File: src/rtl/lsb_stream_extractor.sv
// -----------------------------------------------------------------------------
// lsb_stream_extractor
//
// Streaming LSB-steganography decoder. Each accepted pixel word carries
// PIX_BYTES bytes. The LSB_N least-significant bits of every byte are packed
// into a bitstream, least significant first. The bitstream is then emitted as
// K = PIX_BYTES*LSB_N/8 message bytes, lowest byte first. A message terminates
// on the DELIM byte. The terminator itself is never emitted.
//
// Optional feature macro: DELIM_DETECT_EN
//   defined     : delimiter compare is active. On a delimiter the block parks
//                 in DONE until clear/rst.
//   not defined : there is no compare, DONE is unreachable and done is tied
//                 low. Every byte is emitted, including DELIM values.
//
// Parameters
//   PIX_BYTES  bytes per input word; PIX_BYTES*LSB_N must be a multiple of 8
//   LSB_N      LSBs taken per byte (1..4)
//   DELIM      terminator byte
//   CNT_W      width of byte_count
//
// Ports
//   clk         rising-edge clock
//   rst         asynchronous active-high reset
//   clear       synchronous restart to IDLE; overrides every handshake
//   in_valid    input word valid
//   in_ready    input word accepted when in_valid && in_ready
//   in_pixel    packed pixel word, byte j = in_pixel[8j +: 8]
//   out_valid   message byte valid
//   out_ready   sink accepts byte when out_valid && out_ready
//   out_byte    message byte
//   done        delimiter seen; held until clear/rst
//   byte_count  bytes emitted since rst/clear, saturating
//   dbg_state   current FSM state (IDLE=0, EMIT=1, DONE=2)
//
// Handshake rule (both ports): a transfer happens on a rising clk edge where
// valid && ready are both high. Once raised, out_valid stays high and out_byte
// stays stable until that transfer. The only exceptions are clear and rst,
// which drop the pending byte.
// -----------------------------------------------------------------------------
module lsb_stream_extractor #(
  parameter int         PIX_BYTES = 8,
  parameter int         LSB_N     = 1,
  parameter logic [7:0] DELIM     = 8'd36,
  parameter int         CNT_W     = 16
) (
  input  logic                   clk,
  input  logic                   rst,
  input  logic                   clear,
  input  logic                   in_valid,
  output logic                   in_ready,
  input  logic [8*PIX_BYTES-1:0] in_pixel,
  output logic                   out_valid,
  input  logic                   out_ready,
  output logic [7:0]             out_byte,
  output logic                   done,
  output logic [CNT_W-1:0]       byte_count,
  output logic [1:0]             dbg_state
);

  localparam int BITS  = PIX_BYTES * LSB_N;
  localparam int K     = BITS / 8;
  localparam int IDX_W = (K > 1) ? $clog2(K) : 1;
  localparam logic [IDX_W-1:0] LAST_IDX = IDX_W'(K - 1);

  typedef enum logic [1:0] {
    S_IDLE = 2'd0,
    S_EMIT = 2'd1,
    S_DONE = 2'd2
  } state_e;

  state_e           state_q, state_d;
  logic [IDX_W-1:0] idx_q, idx_d;
  logic [BITS-1:0]  word_q, word_d;
  logic [CNT_W-1:0] cnt_q, cnt_d;

  logic [BITS-1:0]  in_bits;
  logic [7:0]       cur_byte;
  logic             is_delim;
  logic             load;
  logic             in_ready_c;

  // Gather the LSB_N low bits of each pixel byte into one contiguous bitstream.
  // The upper bits of each pixel byte carry no message data.
  for (genvar j = 0; j < PIX_BYTES; j++) begin : g_gather
    assign in_bits[LSB_N*j +: LSB_N] = in_pixel[8*j +: LSB_N];
  end

  logic unused_pix_bits;
  assign unused_pix_bits = ^in_pixel;

  // Byte currently presented from the registered bitstream.
  if (K == 1) begin : g_one_byte
    assign cur_byte = word_q[7:0];
  end else begin : g_multi_byte
    assign cur_byte = word_q[{idx_q, 3'b000} +: 8];
  end

`ifdef DELIM_DETECT_EN
  assign is_delim = (cur_byte == DELIM);
`else
  logic [7:0] unused_delim;
  assign unused_delim = DELIM;
  assign is_delim     = 1'b0;
`endif

  // ---------------------------------------------------------------------------
  // Next-state / output logic
  // ---------------------------------------------------------------------------
  always_comb begin
    state_d    = state_q;
    idx_d      = idx_q;
    word_d     = word_q;
    cnt_d      = cnt_q;
    in_ready_c = 1'b0;
    out_valid  = 1'b0;
    load       = 1'b0;

    if (clear) begin
      // The restart wins over both handshakes. A pending byte is dropped and
      // no word is taken this cycle.
      state_d = S_IDLE;
      idx_d   = '0;
      cnt_d   = '0;
    end else begin
      unique case (state_q)
        S_IDLE: begin
          in_ready_c = 1'b1;
          load       = in_valid;
        end

        S_EMIT: begin
          if (is_delim) begin
            // The terminator is swallowed. The rest of this word is discarded.
            state_d = S_DONE;
          end else begin
            out_valid = 1'b1;
            if (out_ready) begin
              if (cnt_q != {CNT_W{1'b1}}) begin
                cnt_d = cnt_q + 1'b1;
              end
              if (idx_q == LAST_IDX) begin
                // The last byte is leaving, so the next word can load straight
                // into EMIT with no idle bubble.
                in_ready_c = 1'b1;
                if (in_valid) begin
                  load = 1'b1;
                end else begin
                  state_d = S_IDLE;
                end
              end else begin
                idx_d = idx_q + 1'b1;
              end
            end
          end
        end

        S_DONE: begin
          state_d = S_DONE;
        end

        default: begin
          state_d = S_IDLE;
        end
      endcase
    end

    if (load) begin
      word_d  = in_bits;
      idx_d   = '0;
      state_d = S_EMIT;
    end
  end

  // While reset is held the state register already reads IDLE. Nothing may be
  // accepted during that time, so in_ready is masked by rst.
  assign in_ready = in_ready_c & ~rst;

  // ---------------------------------------------------------------------------
  // State registers
  // ---------------------------------------------------------------------------
  always_ff @(posedge clk or posedge rst) begin
    if (rst) begin
      state_q <= S_IDLE;
      idx_q   <= '0;
      word_q  <= '0;
      cnt_q   <= '0;
    end else begin
      state_q <= state_d;
      idx_q   <= idx_d;
      word_q  <= word_d;
      cnt_q   <= cnt_d;
    end
  end

  assign out_byte   = cur_byte;
  assign byte_count = cnt_q;
  assign dbg_state  = state_q;

`ifdef DELIM_DETECT_EN
  assign done = (state_q == S_DONE);
`else
  assign done = 1'b0;
`endif

endmodule
File: config.mk
export PLATFORM = sky130hd
export DESIGN_NAME = lsb_stream_extractor
export DESIGN_NICKNAME = d
export VERILOG_FILES = /design/src/rtl/lsb_stream_extractor.sv
export SDC_FILE = /design/constraint.sdc
export NUM_CORES = 1
export LEC_CHECK = 0
export ABC_AREA = 1
export CORE_ASPECT_RATIO = 2
export CORE_UTILIZATION = 40
export CTS_CLUSTER_DIAMETER = 120
export DETAILED_ROUTE_END_ITERATION = 6
export PLACE_DENSITY_LB_ADDON = 0.08
export RECOVER_POWER = 100
export SKIP_CTS_REPAIR_TIMING = 1
export SKIP_LAST_GASP = 1
export SLEW_MARGIN = 20
export SYNTH_ARGS = -nofsm -noshare
export SYNTH_HDL_FRONTEND = slang
export SYNTH_SLANG_ARGS = --single-unit
File: constraint.sdc
create_clock -name clk -period 2.7 [get_ports clk]
set_input_delay 0.81 -clock clk [delete_from_list [all_inputs] [get_ports clk]]
set_output_delay 0.81 -clock clk [all_outputs]
set_load 0.05 [all_outputs]
# [Word level (Yosys, flattened, before mapping)]
# Cells that the tools add are included.
[totals] ff_bits=27 in_bits=69 word_cells=50
[op_classes] add_sub_neg=2 n_eq_ne=7 muxes=26 bitwise=2 n_reduce_logical=9
[ops] cell="$mux W16" n=4
[ops] cell="$add A16 B1 Y16 const B" n=1
[ops] cell="$ne A16 B16 Y1 const B" n=1
[ops] cell="$mux W1" n=14
[ops] cell="$ne A4 B4 Y1 const B" n=3
[ops] cell="$mux W2" n=5
[ops] cell="$pmux W2 S3" n=1
[ops] cell="$reduce_bool A2 Y1" n=3
[ops] cell="$reduce_bool A3 Y1" n=2
[ops] cell="$pmux W1 S2" n=2
[ops] cell="$reduce_and A4 Y1" n=1
[ops] cell="$ne A3 B3 Y1 const B" n=1
[ops] cell="$reduce_and A3 Y1" n=1
[ops] cell="$eq A2 B1 Y1 const B" n=1
[ops] cell="$eq A2 B2 Y1 const B" n=1
[ops] cell="$logic_not A2 Y1" n=1
[ops] cell="$reduce_and A2 Y1" n=1
[ops] cell="$add A1 B1 Y1 const B" n=1
[ops] cell="$and A1 B1 Y1" n=1
[ops] cell="$not A1 Y1" n=1

# [Logic depth before layout (Yosys ltp)]
[depth] depth_word=7 depth_mapped=9 depth_no_buf=8

# [Worst setup path before layout]
# Ideal clock, no wire load.
[synth_timing] kind="input to output" startpoint="in clear" endpoint="out in_ready" arrival_ns=2.084 required_time_ns=1.890 slack_ns=-0.194 cell_stages=5 n_path_buf=2 path_cell_list="inv_1 -> buf_2 -> buf_1 -> nand2_1 -> nor2_1"
[synth_between] elab_chain_len=2
[synth_rtl] element="from (decl)" line_no="49" rtl="input logic clear,"
[synth_rtl] element="$mux W1" line_no="119" rtl="if (clear) begin"
[synth_rtl] element="$and A1 B1 Y1" line_no="177" rtl="assign in_ready = in_ready_c & ~rst;"
[synth_rtl] element="to (decl)" line_no="51" rtl="output logic in_ready,"
# Every way passes these cells.

# [Final worst setup path]
# Ends and elaborated chain as after synthesis.

==> flow_summary.yaml <==
yosys:
  synth_enable_flop_cells: 0
  synth_top_area_cell: "dfrtp_1"
  synth.net_count: 276
  synth_common_cells: "nand2_1 (63), dfrtp_1 (26), inv_1 (26)"
  yosys_warnings: 0
  ys_types: 28
  synthCells: 206
  yosysSeqAreaShare: 0.415
  ys_async_sr_fraction: 1.00
  synth_seq_cells: 26
  synth_ff_type: "dfrtp_1"
  synth.most_common_cell: "nand2_1"
  synth.cell_area_mm2: 0.00157
  yosys-top-cells-area: "dfrtp_1 (42%), nand2_1 (15%), inv_1 (6.2%), nand3_1 (5.8%), mux2_2 (5.8%)"
  netlist.area_leader.share: 0.415
  syn_area_per_cell_um2: 7.60
sta:
  worst_pin_slew_ns: 1.47
  final.min_clock_period_ns: 2.63
  fmax_mhz: 381
  hold_violations: 0
  finalCritPeriodShare: 0.973
  rsz0062_at_grt: "false"
  setup_viol: 0
  hold_slack_ns: 0.509
  slew_violations: 0
  relSlewSlack: 0.0207
  tns_ns: 0
  finalClockSkew_ns: 0.00234
run:
  cap_violations: 0
placement:
  place_area_mm2: 0.00205
  numPortBuffers: 40
  place_congestion: 0.823
  hpwl_mm: 2.71
clock_network:
  worstSkewPairLatency_ns: 0.27
  cts_htree_levels: 1
  cts_root_buffer: "clkbuf_8"
  numCtsBuffers: 3
  clkSinkCount: 26
  cts_buffer_depth: 2
  cts.clk_slew.worst_paths_ns: 0.09
  cts_tree: "done"
drt:
  first_iter_violations: 19
  wire_per_inst_um: 12.2
  drtAntennaViolNets: 0
  vias: 1443
  drcViolationCount: 0
  wl_mm: 3.64
  first_pass_iters: 4
  viasPerCell: 4.84
grt:
  grt_pass1_vias: 1375
  grt_overflow: 0
  antenna_found_initial: 0
  grt_use_total: 0.201
  grt_max_degree: 29
  grt_first_pass_wirelength_mm: 6.22
cells_and_area:
  area_delta_synth_final_pct: 30.0
  n_antenna_cell: 0
  final_core_util: 0.553
  layout.nets: 321
  drive_gt1_frac: 0.120
  final_area_mm2: 0.00204
setup_path:
  path_class: "in -> out"
  path_buf_inv: 3
  slowest_stage: "dlygate4sd3_1"
  path_delay_family: "buffers and inverters"
  cp.arrival_ns: 1.82
  cp-end-kind: "primary output"
  worst_setup_path_start_kind: "input port"
  cpPeakStageDelay_ns: 0.57
  crit_chain: "dlygate4sd3_1, inv_1, nand2_1, nor2_2, buf_12"
  cp.required_ns: 1.89
  crit_fanout: 3
outcome:
  status: "completed"
die:
  fp.dieW_um: 46.3
  dieArea_mm2: 0.00419
  start_util: 0.425
  coreArea_mm2: 0.00368
  rows: 31
  io-pin-count: 98
  die-height_um: 90.5
power:
  power_uw: 948
  vdd_drop_max_mv: 0.377
  power_leakage_uw: 0.00101
  powerDensity_mw_per_mm2: 465
worst_hold_path:
  worst_hold_path_type: "reg -> reg"
worst reg2reg max path, stage by stage, from the launching register on:
cell	delay [ns]
dfrtp_1	0.39
buf_4	0.16
ha_1	0.25
nand3_2	0.13
nor2_4	0.06
nand3_2	0.08
nand3_2	0.40
o21ai_0	0.35
cell type report:
type                            instances  area [um2]
Clock buffer                            3        41.3
Fill cell                             378        1650
Inverter                               28         105
Multi-Input combinational cell        147         739
Sequential cell                        26         651
Tap cell                               49        61.3
Timing Repair Buffer                   45         439
placed cells by master (no fill, tap or decap):
cell type        count
clkbuf_2             1
nand4_1              5
nand3_1             19
ha_1                 1
clkbuf_1             1
a21o_1               2
dlygate4sd3_1       28
buf_4                3
a31oi_1              1
clkbuf_4             1
or2_2                3
nor2_1              17
conb_1               1
nor2_4               1
clkbuf_8             3
nor3_1               3
buf_12               1
nor2_2               1
dfrtp_1             26
inv_2                2
o21bai_1             1
a21oi_2              1
nand2_2              2
nand3_2              3
clkdlybuf4s50_1     10
nand2_1             63
mux2_2               8
o21ai_1              1
inv_1               26
o21ai_0             14
layer usage:
metal | GRT usage | wire length [um] | vias up
met5 | 0 | 0 | -
met4 | 0.0735 | 58 | 0
met3 | 0.0220 | 78 | 4
met2 | 0.356 | 2020 | 32
met1 | 0.229 | 1480 | 669
li1 | - | - | 738
logic make-up (layout without fill, tap and decap cells):
family | after synthesis | in the layout | share of synthesized area
AND/OR/NAND/NOR | 117 | 117 | 0.339
other | 1 | 1 | 0.00239
flip-flops | 26 | 26 | 0.415
buffers and inverters | 33 | 76 | 0.0942
adder cells (fa/ha/maj) | 1 | 1 | 0.00799
AO/OA/AOI/OAI | 20 | 20 | 0.0839
multiplexers | 8 | 8 | 0.0575
registers in the layout, summed over array words and instances, names as in the netlist:
name / flops
byte_count: 16
out_byte: 8
dbg_state: 2
through the flow:
| step | instances | worst slack (ns) |
|---|---|---|
| global placement | 295 | 0.0465 |
| CTS | 298 | 0.0297 |
| floorplan | 206 | 0.0148 |
| finish | 298 | 0.0740 |
| global route | 298 | 0.00225 |
| detailed placement | 295 | 0.0273 |
power breakdown:
part           internal, uW  switching, uW  leakage (uW)  total [uW]
Sequential              420           20.3      0.000342         440
Clock                   100            123     0.0000216         223
Combinational          95.0            189      0.000642         284
Total                   615            333       0.00101         948
worst paths after layout:
| path | start | to | slack (ns) | depth (start not counted) |
|---|---|---|---|---|
| worst max-delay path | clear | in_ready | 0.07 | 5 |
| worst min-delay path | out_byte[0] | out_byte[0] | 0.51 | 1 |
| worst max register to register | byte_count[0] | byte_count[3] | 0.77 | 7 |
| worst min register to register | out_byte[0] | out_byte[0] | 0.51 | 1 |
| max in group asynchronous | rst | byte_count[14] | 0.33 | 3 |
| min in group asynchronous | rst | out_byte[3] | 1.51 | 3 |
Power figures use the tool's default switching activity.
